--- config.mk ---
export PLATFORM = sky130hd
export DESIGN_NAME = ucsbece154b_prefetch
export DESIGN_NICKNAME = d
export VERILOG_FILES = /design/src/rtl/ucsbece154b_mem_pkg.sv /design/src/rtl/ucsbece154b_stream_buffer.sv /design/src/rtl/ucsbece154b_prefetch.sv
export SDC_FILE = /design/constraint.sdc
export NUM_CORES = 1
export LEC_CHECK = 0
export ABC_AREA = 1
export CORE_ASPECT_RATIO = 0.5
export CORE_MARGIN = 4
export CORE_UTILIZATION = 42
export DETAILED_ROUTE_END_ITERATION = 8
export GPL_ROUTABILITY_DRIVEN = 0
export GPL_TIMING_DRIVEN = 0
export HOLD_SLACK_MARGIN = 0.05
export MAX_ROUTING_LAYER = met4
export PLACE_DENSITY = 0.71
export SLEW_MARGIN = 10
export SYNTH_ARGS = -nofsm -noshare
export SYNTH_HDL_FRONTEND = slang
export SYNTH_SLANG_ARGS = --single-unit
--- constraint.sdc ---
create_clock -name clk -period 4.25 [get_ports clk]
set_input_delay 0.425 -clock clk [delete_from_list [all_inputs] [get_ports clk]]
set_output_delay 0.425 -clock clk [all_outputs]
set_load 0.05 [all_outputs]
--- src/rtl/ucsbece154b_mem_pkg.sv ---
// Shared constants, FSM state type and block/critical-word helpers for the
// next-line instruction prefetcher.
package ucsbece154b_mem_pkg;

    localparam int DEF_WORD_SIZE   = 32;
    localparam int DEF_BLOCK_WORDS = 4;
    localparam int DEF_LBW         = $clog2(DEF_BLOCK_WORDS);

    typedef enum logic [2:0] {
        ST_IDLE,
        ST_DEM_REQ,
        ST_DEM_XFER,
        ST_BUF_XFER,
        ST_PF_REQ,
        ST_PF_XFER
    } pf_state_t;

    // Block number of a byte address (caller truncates to its tag width).
    function automatic logic [31:0] blk_of(input logic [31:0] a, input int lbw);
        return a >> (lbw + 2);
    endfunction

    // Word index within the block of a byte address.
    function automatic logic [31:0] crit_of(input logic [31:0] a, input int lbw);
        return (a >> 2) & ((32'd1 << lbw) - 32'd1);
    endfunction

endpackage

--- src/rtl/ucsbece154b_stream_buffer.sv ---
// One-block stream buffer: word storage, block tag and valid bit with a
// combinational read port and tag match.
module ucsbece154b_stream_buffer #(
    parameter int  BLOCK_WORDS = 4,
    parameter int  WORD_SIZE   = 32,
    localparam int LBW         = $clog2(BLOCK_WORDS),
    localparam int TAG_W       = 30 - LBW
) (
    input  logic                 clk,
    input  logic                 reset,
    input  logic                 wr_en_i,
    input  logic [LBW-1:0]       wr_idx_i,
    input  logic [WORD_SIZE-1:0] wr_data_i,
    input  logic                 fill_done_i,
    input  logic [TAG_W-1:0]     fill_tag_i,
    input  logic                 inval_i,
    input  logic [LBW-1:0]       rd_idx_i,
    output logic [WORD_SIZE-1:0] rd_data_o,
    input  logic [TAG_W-1:0]     lookup_tag_i,
    output logic                 match_o
);

    logic [WORD_SIZE-1:0] mem_q [BLOCK_WORDS];
    logic [TAG_W-1:0]     tag_q;
    logic                 valid_q;

    always_ff @(posedge clk) begin
        if (wr_en_i) begin
            mem_q[wr_idx_i] <= wr_data_i;
        end
    end

    // The last fill word and the tag update land on the same edge.
    always_ff @(posedge clk) begin
        if (reset) begin
            valid_q <= 1'b0;
            tag_q   <= '0;
        end else if (fill_done_i) begin
            valid_q <= 1'b1;
            tag_q   <= fill_tag_i;
        end else if (inval_i) begin
            valid_q <= 1'b0;
        end
    end

    assign rd_data_o = mem_q[rd_idx_i];
    assign match_o   = valid_q && (tag_q == lookup_tag_i);

endmodule

--- src/rtl/ucsbece154b_prefetch.sv ---
// Next-line instruction prefetcher: forwards icache misses to SDRAM
// critical-word-first and prefetches the following block into a stream buffer.
module ucsbece154b_prefetch import ucsbece154b_mem_pkg::*; #(
    parameter int BLOCK_WORDS     = DEF_BLOCK_WORDS,
    parameter int WORD_SIZE       = DEF_WORD_SIZE,
    parameter bit PREFETCH_ENABLE = 1'b1
) (
    input  logic                           clk,
    input  logic                           reset,
    input  logic                           memReadRequest,
    input  logic [31:0]                    memReadAddress,
    output logic [WORD_SIZE-1:0]           memDataIn,
    output logic                           memDataReady,
    output logic [$clog2(BLOCK_WORDS)-1:0] memBlockIndex,
    output logic                           sdramReadRequest,
    output logic [31:0]                    sdramReadAddress,
    input  logic [WORD_SIZE-1:0]           sdramDataIn,
    input  logic                           sdramDataReady
);

    localparam int LBW   = $clog2(BLOCK_WORDS);
    localparam int TAG_W = 30 - LBW;

    pf_state_t      state_q;
    logic [31:0]    addr_q;
    logic [LBW-1:0] cnt_q;
    logic           req_q;
    logic [31:0]    sdaddr_q;

    logic [TAG_W-1:0]     cur_tag, next_tag, lookup_tag;
    logic [LBW-1:0]       crit;
    logic                 last, buf_match, buf_wr, buf_fill, buf_inval;
    logic [WORD_SIZE-1:0] buf_rd;
    logic [31:0]          pf_addr;

    assign cur_tag    = TAG_W'(blk_of(addr_q, LBW));
    assign next_tag   = cur_tag + TAG_W'(1);
    assign lookup_tag = TAG_W'(blk_of(memReadAddress, LBW));
    assign crit       = LBW'(crit_of(addr_q, LBW));
    assign pf_addr    = {next_tag, {(LBW + 2){1'b0}}};
    assign last       = (cnt_q == LBW'(BLOCK_WORDS - 1));

    // Prefetch words arrive in block order starting at word 0.
    assign buf_wr    = sdramDataReady && (state_q == ST_PF_REQ || state_q == ST_PF_XFER);
    assign buf_fill  = sdramDataReady && (state_q == ST_PF_XFER) && last;
    assign buf_inval = last && ((state_q == ST_BUF_XFER) ||
                                (state_q == ST_DEM_XFER && sdramDataReady));

    ucsbece154b_stream_buffer #(
        .BLOCK_WORDS (BLOCK_WORDS),
        .WORD_SIZE   (WORD_SIZE)
    ) u_sbuf (
        .clk          (clk),
        .reset        (reset),
        .wr_en_i      (buf_wr),
        .wr_idx_i     (cnt_q),
        .wr_data_i    (sdramDataIn),
        .fill_done_i  (buf_fill),
        .fill_tag_i   (next_tag),
        .inval_i      (buf_inval),
        .rd_idx_i     (crit + cnt_q),
        .rd_data_o    (buf_rd),
        .lookup_tag_i (lookup_tag),
        .match_o      (buf_match)
    );

    always_ff @(posedge clk) begin
        if (reset) begin
            state_q  <= ST_IDLE;
            cnt_q    <= '0;
            req_q    <= 1'b0;
            sdaddr_q <= '0;
        end else begin
            case (state_q)
                ST_IDLE: begin
                    if (memReadRequest) begin
                        addr_q <= memReadAddress;
                        cnt_q  <= '0;
                        if (buf_match) begin
                            state_q <= ST_BUF_XFER;
                        end else begin
                            state_q  <= ST_DEM_REQ;
                            req_q    <= 1'b1;
                            sdaddr_q <= memReadAddress;
                        end
                    end
                end
                // The first burst word arrives while still in a REQ state.
                ST_DEM_REQ, ST_PF_REQ: begin
                    if (sdramDataReady) begin
                        req_q   <= 1'b0;
                        cnt_q   <= cnt_q + LBW'(1);
                        state_q <= (state_q == ST_DEM_REQ) ? ST_DEM_XFER : ST_PF_XFER;
                    end
                end
                ST_DEM_XFER, ST_BUF_XFER: begin
                    if (sdramDataReady || state_q == ST_BUF_XFER) begin
                        cnt_q <= cnt_q + LBW'(1);
                        if (last) begin
                            if (PREFETCH_ENABLE) begin
                                state_q  <= ST_PF_REQ;
                                req_q    <= 1'b1;
                                sdaddr_q <= pf_addr;
                            end else begin
                                state_q <= ST_IDLE;
                            end
                        end
                    end
                end
                ST_PF_XFER: begin
                    if (sdramDataReady) begin
                        cnt_q <= cnt_q + LBW'(1);
                        if (last) begin
                            state_q <= ST_IDLE;
                        end
                    end
                end
                default: state_q <= ST_IDLE;
            endcase
        end
    end

    always_comb begin
        memDataReady  = 1'b0;
        memDataIn     = '0;
        memBlockIndex = '0;
        if ((state_q == ST_DEM_REQ || state_q == ST_DEM_XFER) && sdramDataReady) begin
            memDataReady  = 1'b1;
            memDataIn     = sdramDataIn;
            memBlockIndex = crit + cnt_q;
        end else if (state_q == ST_BUF_XFER) begin
            memDataReady  = 1'b1;
            memDataIn     = buf_rd;
            memBlockIndex = crit + cnt_q;
        end
    end

    assign sdramReadRequest = req_q;
    assign sdramReadAddress = sdaddr_q;

endmodule
; Yosys cells after proc, flatten, opt, wreduce, memory -nomap -nowiden
; Memories as Yosys holds them, arrays and structs flattened.
; Index checks and enable logic that the tools add are counted.
[classes]
add_sub_neg = 3
muxes = 34
reduce_logical = 24
n_bitwise = 1
n_eq_ne = 15
[op_table]
columns = operator, count
row1 = 32-bit 2-to-1 mux, 6
row2 = 32-bit case mux with 2 select lines, 1
row3 = 28-bit by 1-bit adder with 28-bit output (second input constant), 1
row4 = 28-bit == test, 1
row5 = 3-bit 2-to-1 mux, 7
row6 = 2-bit inequality test (second input constant), 7
row7 = 2-bit 2-to-1 mux, 6
row8 = 3-bit case mux with 4 select lines, 1
row9 = 6-bit AND reduction, 2
row10 = 1-bit 2-to-1 mux, 11
row11 = 1-bit logical AND, 7
row12 = 3-bit by 2-bit == test with 1-bit output (second input constant), 2
row13 = 3-bit == test (second input constant), 2
row14 = 2-bit case mux with 3 select lines, 1
row15 = 3-bit nonzero test, 2
row16 = 5-bit AND reduction, 1
row17 = 1-bit logical OR, 4
row18 = 4-bit AND reduction, 1
row19 = 2-bit nonzero test, 2
row20 = 2-bit OR reduction, 2
row21 = 3-bit by 1-bit == test with 1-bit output (second input constant), 1
row22 = 3-bit logical NOT, 1
row23 = 1-bit case mux with 3 select lines, 1
row24 = 3-bit AND reduction, 1
row25 = other kinds (6), 6
[totals]
reg_bits = 99
input_bits = 68
ramBits = 128
n_memories = 1
[memory_table]
columns = name, depth, width, read_ports, rd_ports_with_merged_regs, write_ports, line
row1 = u_sbuf.mem_q, 4, 32, 1, 0, 1, ucsbece154b_stream_buffer.sv:23  ; logic [WORD_SIZE-1:0] mem_q [BLOCK_WORDS];

; Depth between registers and ports, before layout
[depth]
ltp_word = 6
mapped_depth = 14
ltp_nobuf = 13

; Hierarchy
; A second synthesis with hierarchy kept.
[hier_totals]
hier_cells = 1154
area_unflattened_um2 = 10448.8
[modules_own_cells]
columns = module, instances, seq_area_each_um2, area_each_um2, cells_each
row1 = ucsbece154b_stream_buffer, 1, 4424.2, 6462.4, 571
row2 = ucsbece154b_prefetch, 1, 1661.6, 3986.3, 583

; Worst setup path before layout
; OpenSTA, ideal clock, no wires.
[synth_timing]
path_type = input -> register
startpoint = in sdramDataReady
endpoint = mem u_sbuf.mem_q[0][0], enable pin
t_required_ns = 3.829
t_arrival_ns = 2.219
slack_ns = 1.610
setup_time_ns = 0.421
stages = 3
path_cell_list = clkbuf_1 -> nand3_1 -> nor2_1
[synth_via]
elab_chain_cells = 3
[synth_rtl]
columns = element, line
row1 = start: declaration, ucsbece154b_prefetch.sv:18  ; input logic sdramDataReady
row2 = 1-bit logical AND, ucsbece154b_prefetch.sv:44  ; assign buf_wr = sdramDataReady && (state_q == ST_PF_REQ || state_q == ST_PF_XFER);
row3 = 1-bit 2-to-1 mux, ucsbece154b_stream_buffer.sv:28  ; if (wr_en_i) begin
row4 = 1-bit 2-to-1 mux (not written as such), ucsbece154b_stream_buffer.sv:29  ; mem_q[wr_idx_i] <= wr_data_i;
row5 = end: declaration, ucsbece154b_stream_buffer.sv:23
; Every way passes these cells.

; Worst setup path in the final report
[layout_timing]
startpoint = reg cnt_q[0]
endpoint = out memDataIn[10]
[layout_via]
elab_chain_cells = 4
[layout_rtl]
columns = element, line
row1 = start: declaration, ucsbece154b_prefetch.sv:26  ; logic [LBW-1:0] cnt_q;
row2 = start signal: assignment, ucsbece154b_prefetch.sv:92  ; cnt_q <= cnt_q + LBW'(1);
row3 = start signal: assignment, ucsbece154b_prefetch.sv:98  ; cnt_q <= cnt_q + LBW'(1);
row4 = start signal: assignment, ucsbece154b_prefetch.sv:112  ; cnt_q <= cnt_q + LBW'(1);
row5 = 2-bit adder, ucsbece154b_prefetch.sv:61  ; .rd_idx_i (crit + cnt_q),
row6 = memory read 4 x 32 bit, --
row7 = 32-bit 2-to-1 mux, ucsbece154b_prefetch.sv:131  ; end else if (state_q == ST_BUF_XFER) begin
row8 = 32-bit 2-to-1 mux, ucsbece154b_prefetch.sv:127  ; if ((state_q == ST_DEM_REQ || state_q == ST_DEM_XFER) && sdramDataReady) begin
row9 = end: declaration, ucsbece154b_prefetch.sv:12  ; output logic [WORD_SIZE-1:0] memDataIn,
; Every way passes these cells.

==> impl_metrics.toml <==
[status]
status = "finished clean"

[yosys]
yosys.area_share.simple = 0.266
synth_adder_area_share = 0.00702
synth_xor_area_frac = 0.0172
yosysTopAreaCellShare = 0.444
yosys_warnings = 0
synth_area_per_cell_um2 = 8.45
netlist_instances = 1266
yosys-mux-area-fraction = 0.000936
netlist_area_um2 = 10700
synth_edf_count = 158
synth.yosys.seq_area_share = 0.569
synth-compound-area-share = 0.0700
yosys.area.top_type = "edfxtp_1"
synth_nets = 1340
synth.distinct_cells = 33
synthArstFlopShare = 0
ys_top_cells_by_area = "edfxtp_1 (44%), nand2_1 (15%), dfxtp_1 (13%)"
synthFlopType = "edfxtp_1"
synth_seq_cells = 225
synth_top_family_by_area = "simple AND/OR/NAND/NOR gates"

[sta]
hold_viol = 0
fin_tns_setup_ps = 0
setup_violations = 0
finClkSkew_ps = 13.0
rsz0062_at_grt = "false"
period_needed_ps = 3970
worstMarginPinSlew_ps = 701
fmax_mhz = 252
layout_setup_ws_ps = 280
whs_ps = 441
fin_crit_sh = 0.934
maxSlewHeadroom = 0.532
slew_violations = 0

[worst_setup_path]
ff2ff_setup_slack_ps = 1950
start_kind = "flip-flop"
critPathMaxStageDelay_ps = 800
crit_buf_inv = 4
crit_chain = "ha_1 -> inv_1 -> clkbuf_1 -> clkbuf_1 -> nand2_1 -> a31oi_1 -> o21ai_1 -> nand2_1 -> clkdlybuf4s50_1"
end_kind = "primary output"
reg2reg_depth = 9
path_max_fanout = 10
cp_slowest_cell = "clkdlybuf4s50_1"
worstSetupPathType = "flip-flop to primary output"
cp.depth = 9
cp.required_ps = 3830
crit_family = "buffers and inverters"
critPathArrivalTime_ps = 3540

[floorplan]
die_h_um = 121
ios = 136
initial_core_util = 0.436
dieArea_um2 = 28200
placementRows = 40
die_x_um = 234
core-area_um2 = 24500

[clock_network]
clock-sinks = 225
cts-resized-gates = 0
clock_path_buffers = 3
cts_made_buffers = 21
clk_root_buffer_cell = "clkbuf_16"
clkTransAtPathRegs_ps = 60
ctsHoldBuffers = 0
cts_tree = "yes"
clk_latency_ps = 520
postCtsSetupRepairBufs = 0
h-tree-depth = 1

[finish]
drive_gt1_frac = 0.0527
layout.cells.non_filler = 1778
final_cell_mix = "nand2_1 (439), edfxtp_1 (158), clkdlybuf4s50_1 (134)"
antenna_cells = 0
nets = 1502
final_common_cell = "nand2_1"
area_growth_pct = 24.2

[placed_design]
io_buffers = 134
hpwlAfterDp_um = 21400
dp.cells = 1741
preCtsSetupSlack_ps = 819

[grt]
grt_pass1_vias = 9045
grt_pass1_wl_um = 46800
antenna_found_initial = 0
overflow = 0
grt_use_total = 0.215
grt_max_degree = 29

[routing]
ant_nets = 0
wl_um = 29800
drc = 0
vias = 9104
wl_per_cell_um = 16.8
via_per_inst = 5.12
drtIter0Drc = 878
firstDrtPassIters = 6

[power_and_ir_drop]
clkPwrFrac = 0.233
combPwrFrac = 0.421
internal_power_uw = 4710
power_density_nw_per_um2 = 608
ir_drop_mv = 0.325
p_switching_uw = 3370
power_uw = 8080
power.leakage_uw = 0.00554
seq_power_share = 0.346
switching_share = 0.417

[flow_run]
drv_cap = 0

[hold_path]
worst_hold_path.num_cells = 4
hold_path_class = "input pin to flip-flop"
-- final cells by class --
type	count	area [um2]
Buffer	56	253
Sequential cell	225	6090
Inverter	130	488
Clock inverter	5	56.3
Tap cell	336	420
Multi-Input combinational cell	855	3900
Timing Repair Buffer	139	1460
Fill cell	2193	11200
Clock buffer	32	617
-- per-layer routing --
| layer | part of all wire | track usage | vias to the layer above |
|---|---|---|---|
| met2 | 0.48 | 0.359 | 316 |
| met4 | 0.027 | 0.0608 | 0 |
| li1 | - | - | 4441 |
| met3 | 0.066 | 0.0414 | 61 |
| met1 | 0.42 | 0.268 | 4286 |
| met5 | 0 | - | - |
-- final timing paths --
path                                     startpoint                   end
worst max-delay path                       cnt_q[0]         memDataIn[10]
worst min-delay path                          reset       u_sbuf.tag_q[7]
worst max register to register            addr_q[4]  sdramReadAddress[20]
worst min register to register  sdramReadAddress[0]   sdramReadAddress[0]
-- metrics by stage --
step | instance area (um2) | util
floorplan | 10700 | -
global placement | 12500 | 0.508
detailed placement | 12600 | 0.514
CTS | 13300 | 0.541
global route | 13300 | 0.541
finish | 13300 | 0.541
-- Yosys cell counts (8+ instances only) --
| library cell | instances |
|---|---|
| a31oi_1 | 24 |
| a21oi_1 | 28 |
| o21ai_1 | 8 |
| xnor2_1 | 14 |
| edfxtp_1 | 158 |
| o211ai_1 | 21 |
| nor2_1 | 138 |
| inv_1 | 122 |
| clkbuf_1 | 27 |
| buf_2 | 16 |
| nand3_1 | 81 |
| dfxtp_1 | 67 |
| o21ai_0 | 49 |
| nand3b_1 | 17 |
| nand2_1 | 439 |
| buf_1 | 8 |
-- logic make-up after synthesis --
family                     Yosys count
muxes                                1
buffers and inverters              186
xor gates and xnor gates            21
adders and majority gates            6
AOI/OAI and AO/OA                  132
and+or+nand+nor                    695
DFF                                225
-- worst min-delay path: cells and delay by family --
kind,cells,cell delay [ps]
buf+inv,2,260
compound gates,2,240
-- flip-flops by register name, indices dropped and copies added, names as in the netlist --
signal and flops:
sdramReadAddress 32, cnt_q 2, sdramReadRequest 1, state_q 3
u_sbuf.tag_q 28, addr_q 30, u_sbuf.mem_q 128, u_sbuf.valid_q 1
-- power by group through the flow --
stage          sequential (uW)  clock [uW]  combinational [uW]
3_3_place_gp              2840           0                3300
3_5_place_dp              2840           0                3400
5_1_grt                   2820        2010                3700
4_1_cts                   2790        1910                3410
6_report                  2790        1880                3400
2_1_floorplan             3360           0                1700
(Power assumes the default switching activity.)
